[src/rtl/half_adder_pkg.sv]
// Shared constants and result type for the registered half adder.
// The result struct is the default-width view; wider instances build the same layout locally.
package half_adder_pkg;

   localparam int HA_WIDTH = 1;

   typedef struct packed {
      logic [HA_WIDTH-1:0] sum;
      logic [HA_WIDTH-1:0] carry;
   } ha_result_t;

endpackage

[src/rtl/ha_cell.sv]
// Purely combinational bitwise half adder: every bit position is independent, no ripple.
module ha_cell
   import half_adder_pkg::*;
#(
   parameter int WIDTH = HA_WIDTH
) (
   input  logic [WIDTH-1:0] i_a,
   input  logic [WIDTH-1:0] i_b,
   output logic [WIDTH-1:0] o_sum,
   output logic [WIDTH-1:0] o_carry
);

   assign o_sum   = i_a ^ i_b;
   assign o_carry = i_a & i_b;

endmodule

[src/rtl/half_adder_reg.sv]
// Registered, valid/ready half adder with a main result register plus a skid register.
// in_ready is taken from the skid occupancy only, so there is no ready path from sink to source.
module half_adder_reg
   import half_adder_pkg::*;
#(
   parameter int WIDTH = HA_WIDTH
) (
   input  logic             clk,
   input  logic             rst_n,
   input  logic [WIDTH-1:0] in0,
   input  logic [WIDTH-1:0] in1,
   input  logic             in_valid,
   output logic             in_ready,
   output logic [WIDTH-1:0] sum,
   output logic [WIDTH-1:0] carry,
   output logic             out_valid,
   input  logic             out_ready
);

   typedef struct packed {
      logic [WIDTH-1:0] sum;
      logic [WIDTH-1:0] carry;
   } res_t;

   logic [WIDTH-1:0] w_sum;
   logic [WIDTH-1:0] w_carry;
   res_t             w_new;
   res_t             r_main;
   res_t             r_skid;
   res_t             w_main_nxt;
   res_t             w_skid_nxt;
   logic             r_main_vld;
   logic             r_skid_vld;
   logic             w_main_vld_nxt;
   logic             w_skid_vld_nxt;
   logic             w_acc;
   logic             w_drain;

   ha_cell #(.WIDTH(WIDTH)) u_cell (
      .i_a     (in0),
      .i_b     (in1),
      .o_sum   (w_sum),
      .o_carry (w_carry)
   );

   assign w_new     = {w_sum, w_carry};
   assign in_ready  = !r_skid_vld;
   assign out_valid = r_main_vld;
   assign sum       = r_main.sum;
   assign carry     = r_main.carry;
   assign w_acc     = in_valid && !r_skid_vld;
   assign w_drain   = r_main_vld && out_ready;

   always_comb begin
      w_main_nxt     = r_main;
      w_skid_nxt     = r_skid;
      w_main_vld_nxt = r_main_vld;
      w_skid_vld_nxt = r_skid_vld;
      if (r_skid_vld) begin
         // Full: nothing can be accepted, a drain promotes the skid entry.
         if (w_drain) begin
            w_main_nxt     = r_skid;
            w_skid_nxt     = '0;
            w_skid_vld_nxt = 1'b0;
         end
      end else if (r_main_vld) begin
         if (w_acc && w_drain) begin
            w_main_nxt = w_new;
         end else if (w_acc) begin
            w_skid_nxt     = w_new;
            w_skid_vld_nxt = 1'b1;
         end else if (w_drain) begin
            w_main_vld_nxt = 1'b0;
         end
      end else if (w_acc) begin
         w_main_nxt     = w_new;
         w_main_vld_nxt = 1'b1;
      end
   end

   always_ff @(posedge clk or negedge rst_n) begin
      if (!rst_n) begin
         r_main     <= '0;
         r_skid     <= '0;
         r_main_vld <= 1'b0;
         r_skid_vld <= 1'b0;
      end else begin
         r_main     <= w_main_nxt;
         r_skid     <= w_skid_nxt;
         r_main_vld <= w_main_vld_nxt;
         r_skid_vld <= w_skid_vld_nxt;
      end
   end

endmodule

[config.mk]
export PLATFORM = sky130hd
export DESIGN_NAME = half_adder_reg
export DESIGN_NICKNAME = d
export VERILOG_FILES = /design/src/rtl/half_adder_pkg.sv /design/src/rtl/ha_cell.sv /design/src/rtl/half_adder_reg.sv
export SDC_FILE = /design/constraint.sdc
export NUM_CORES = 1
export LEC_CHECK = 0
export BUFFER_PORTS_ARGS = -buffer_cell sky130_fd_sc_hd__buf_2
export CAP_MARGIN = 20
export CELL_PAD_IN_SITES_DETAIL_PLACEMENT = 0
export CELL_PAD_IN_SITES_GLOBAL_PLACEMENT = 2
export CORE_AREA = 2 2 39 41
export DETAILED_ROUTE_END_ITERATION = 10
export DIE_AREA = 0 0 41 43
export PLACE_DENSITY_LB_ADDON = 0.1
export SKIP_LAST_GASP = 1
export SLEW_MARGIN = 20
export SYNTH_ARGS = -nofsm -noshare
export SYNTH_HDL_FRONTEND = slang
export SYNTH_SLANG_ARGS = --single-unit
[constraint.sdc]
create_clock -name clk -period 1.4 [get_ports clk]
set_input_delay 0.28 -clock clk [delete_from_list [all_inputs] [get_ports clk]]
set_output_delay 0.28 -clock clk [all_outputs]
set_load 0.05 [all_outputs]
# Yosys cells after proc, flatten, opt, wreduce, memory -nomap -nowiden
# Cells that the tools add are included.
# word_totals
reg_bits,6
output_inout_bits,4
# classes
eq_ne,3
n_reduce_logical,9
muxes,17
n_bitwise,2
# ops
op,count
$mux W2,9
$mux W1,8
$reduce_and A4 Y1,1
$reduce_bool A2 Y1,2
$logic_and A1 B1 Y1,3
$ne A3 B1 Y1 const B,1
$reduce_and A3 Y1,1
$reduce_bool A3 Y1,1
$ne A2 B1 Y1 const B,1
$ne A2 B2 Y1 const B,1
$and A1 B1 Y1,1
$logic_not A1 Y1,1
$xor A1 B1 Y1,1

# Depth between registers and ports, before layout
# logic_depth
depth_word,6
depth_mapped,4

# Hierarchy
# From an unflattened synthesis, not the netlist that was laid out.
# unflattened
hier_cells,29
area_unflattened_um2,337.8
# modules_own_cells
module,area_each_um2,n_inst,cells_each
half_adder_reg,325.3,1,28
ha_cell,12.5,1,1

# Worst setup path after synthesis
# Ideal clock, no wire load.
# synth_timing
path_kind,register to register
startpoint,reg r_main_vld (netlist: out_valid)
endpoint,reg r_main (netlist bit carry)
setup_time_ns,0.125
n_path_buf,0
setup_slack_ns,-0.115
synth_period_minus_slack_ns,1.515
arrival_ns,1.391
path_stages_with_launch,4
path_cell_list,dfrtp_1 -> or2_1 -> a21oi_2 -> mux2_2
# synth_between
elab_chain_cells,4
word_cells_on_any_way,8
cone_classes,eq/ne: 2; mux: 2; reduce/logical: 4
# synth_rtl
element,line,rtl
start: declaration,half_adder_reg.sv:32,logic r_main_vld;
start signal: assignment,half_adder_reg.sv:90,r_main_vld <= w_main_vld_nxt;
$logic_and A1 B1 Y1,half_adder_reg.sv:52,assign w_drain = r_main_vld && out_ready;
$logic_and A1 B1 Y1,half_adder_reg.sv:67,if (w_acc && w_drain) begin
$ne A3 B1 Y1 (no line),n/a,
$reduce_and A3 Y1 (no line),n/a,
end signal: assignment,half_adder_reg.sv:88,r_main <= w_main_nxt;
end: declaration,half_adder_reg.sv:28,res_t r_main;
# Parallel ways exist; a longest one is shown, timed or not.
# A chain may end at the register's enable or synchronous reset.

# Worst setup path in the final report
# layout_timing
startpoint,reg r_skid_vld
endpoint,out in_ready
# layout_between
elab_chain_cells,1
# layout_rtl
element,line,rtl
start: declaration,half_adder_reg.sv:33,logic r_skid_vld;
start signal: assignment,half_adder_reg.sv:91,r_skid_vld <= w_skid_vld_nxt;
$logic_not A1 Y1,half_adder_reg.sv:47,assign in_ready = !r_skid_vld;
end: declaration,half_adder_reg.sv:13,"output logic in_ready,"
# Every way passes these cells.

==> reports/qor.txt <==
Synthesis-to-finish area growth = 33.3%
Count leader, synth = dfrtp_1
Number of H-tree levels = 1
Most common flop cell mapped by yosys = dfrtp_1
Starting Density = 0.244
Antenna violations before repair = 0
Total core area = 1380 um^2
Post-Route Setup TNS = 0 ns
Slew Limit Headroom = 0.821
Cell taking the most area after synthesis = dfrtp_1
Vias = 281
Final nets = 52
Clk_lat worst skew = 0.25 ns
Crit path required time = 1.12 ns
Syn Inst Count = 29
DIE AREA = 1760 um^2
CTS Buf Count = 3
VDD IR max = 0.897 mV
Achievable Freq = 744 MHz
First-pass GRT wire length = 1200 um
Buffer depth of the longest clock path = 2
CP cell instances = buf_4 -> inv_1 -> buf_6
Post-Syn Nets = 36
Top-area cell type share of the netlist area = 0.444
Max Slew Vio Count = 0
Top post-synthesis cells by area = dfrtp_1 (44%), mux2_4 (8.9%), and4b_2 (6.7%)
Buffer count from post-CTS setup fixing = 0
Setup crit start kind = flip-flop
Slowest CP cell = dfrtp_1
CTS tree = built
CTS clock-pin slew for the worst setup and hold paths = 0.05 ns
Antenna Nets Post-Route = 0
DR WL/cell = 12.2 um
Max_cap viols = 0
Die span in x = 41 um
Die height = 43 um
Hold Path Class = primary input to flip-flop
Clock Skew = 0.000510 ns
Final Hold Fails = 0
PnR worst setup slack = 0.0558 ns
CP delay by family, top = buffers and inverters
Placed cells = 55
WHS = 0.285 ns
Gr ovfl total = 0
Post-Syn Area = 338 um^2
CP Data Arrival Time = 1.06 ns
Cell Pwr Density = 2460 nW/um^2
Drt first pass iters = 3
1st-iter DRT viols = 7
Share of post-route cells with drive strength above 1 = 0.523
Crit Path Class = flip-flop to output port
Final std cells w/o fill = 60
Crit-path max cell delay = 0.37 ns
Fin crit period = 1.34 ns
I/O Pins = 10
Syn avg cell area = 11.6 um^2
Rows = 14
Yosys reg bits = 6
Post-synth EDFFs = 0
Fin crit share = 0.960
P_leak = 0.216 nW
RSZ-0062 raised after global routing = no
Pin count of the biggest net entering global routing = 11
Status = finished clean
Pre-CTS setup slack = 0.0744 ns
Synth cell count leaders = dfrtp_1 (6), a21oi_1 (4)
Crit path capture type = output port
Final Setup Violations = 0
Placer Congestion = 0.660
Root buf cell = clkbuf_4
Vias per cell = 4.68
Buf+Inv Stages, Crit Path = 3
Port buffer count = 9
Antenna Cells = 0
Post-synthesis sequential area ratio = 0.444
Vias in the first global route = 274
Total of warnings raised by yosys = 0
Worst-Margin Slew = 0.266 ns
DRC viols = 0
Synth async-reset ratio = 1.00
WL final = 732 um
Critical Path Fanout Max = 10
Synth cell types = 16
Num Clock Sinks = 6
Total GRT Usage = 0.107
==> cell type report <==
cell class / count / area, um^2
well taps: 16 / 20.0
inverters: 1 / 3.75
multi-input cells: 21 / 173
repair buffers: 12 / 76.3
fillers: 154 / 933
flip-flops and latches: 6 / 151
clock buffers: 4 / 26.3
==> final timing paths <==
check	startpoint	to	slack [ns]	depth (start not counted)
min reg2reg	sum	sum	0.51	1
max reg2reg	out_valid	carry	0.14	3
max	r_skid_vld	in_ready	0.06	3
max in group asynchronous	rst_n	out_valid	0.85	2
min in group asynchronous	rst_n	sum	0.39	2
min	out_ready	r_skid[0]	0.28	2
==> logic make-up (layout without fill, tap and decap cells) <==
kind of cell | after synthesis | after routing | synth area share
AOI/OAI and AO/OA | 9 | 9 | 0.181
and+or+nand+nor | 7 | 7 | 0.137
DFF | 6 | 6 | 0.444
muxes | 4 | 4 | 0.156
buffers and inverters | 2 | 17 | 0.0444
adders and majority gates | 1 | 1 | 0.0370
==> worst reg2reg max path, stage by stage (launching register included) <==
cell and delay, ns:
dfrtp_2 0.39, or2_1 0.22, a21oi_2 0.18, mux2_2 0.35
==> per-layer routing <==
metal / up-vias / GRT usage / part of all wire
li1: 135 / - / -
met1: 138 / 0.144 / 0.47
met2: 8 / 0.128 / 0.47
met3: 0 / 0.0314 / 0.060
met4: 0 / 0.100 / 0
met5: - / 0 / 0
==> what timing repair did <==
item                                    CTS  global route
endpoints found under the setup margin    1             1
endpoints found under the hold margin     6             0
hold buffers                              1             0
gates resized for setup                   1             1
==> registers in the layout, summed over array words and instances, names as in the netlist <==
register and flops:
r_skid 2, out_valid 1, carry 1, sum 1
r_skid_vld 1
==> power breakdown <==
part	switching, mW	leakage, nW	total, mW	internal (mW)
logic	0.376	0.127	0.629	0.253
registers	0.0424	0.0742	0.295	0.253
clock network	0.0738	0.0150	0.183	0.109
==> through the flow <==
stage | power (mW) | instance area (um^2) | util
floorplan | 0.774 | 339 | -
global placement | 0.890 | 408 | 0.295
detailed placement | 0.904 | 408 | 0.295
CTS | 1.11 | 447 | 0.323
global route | 1.18 | 450 | 0.325
finish | 1.11 | 450 | 0.325
==> cells in the final DEF, fill, tap and decap left out <==
cell,Yosys,layout
buf_2,0,8
dfrtp_1,6,5
a21oi_1,4,4
clkbuf_4,0,3
mux2_4,2,2
nand2_1,2,2
mux2_2,2,2
and4b_2,2,2
o2bb2ai_1,2,2
buf_4,0,2
inv_1,1,1
or2_1,1,1
nor2_1,1,1
a21oi_2,1,1
a22o_2,1,1
nor2b_1,1,1
o21ai_0,1,1
ha_1,1,1
clkbuf_1,0,1
dlygate4sd3_1,0,1
dfrtp_2,0,1
buf_6,1,1
Note: power is estimated with default switching activity, not from simulation.
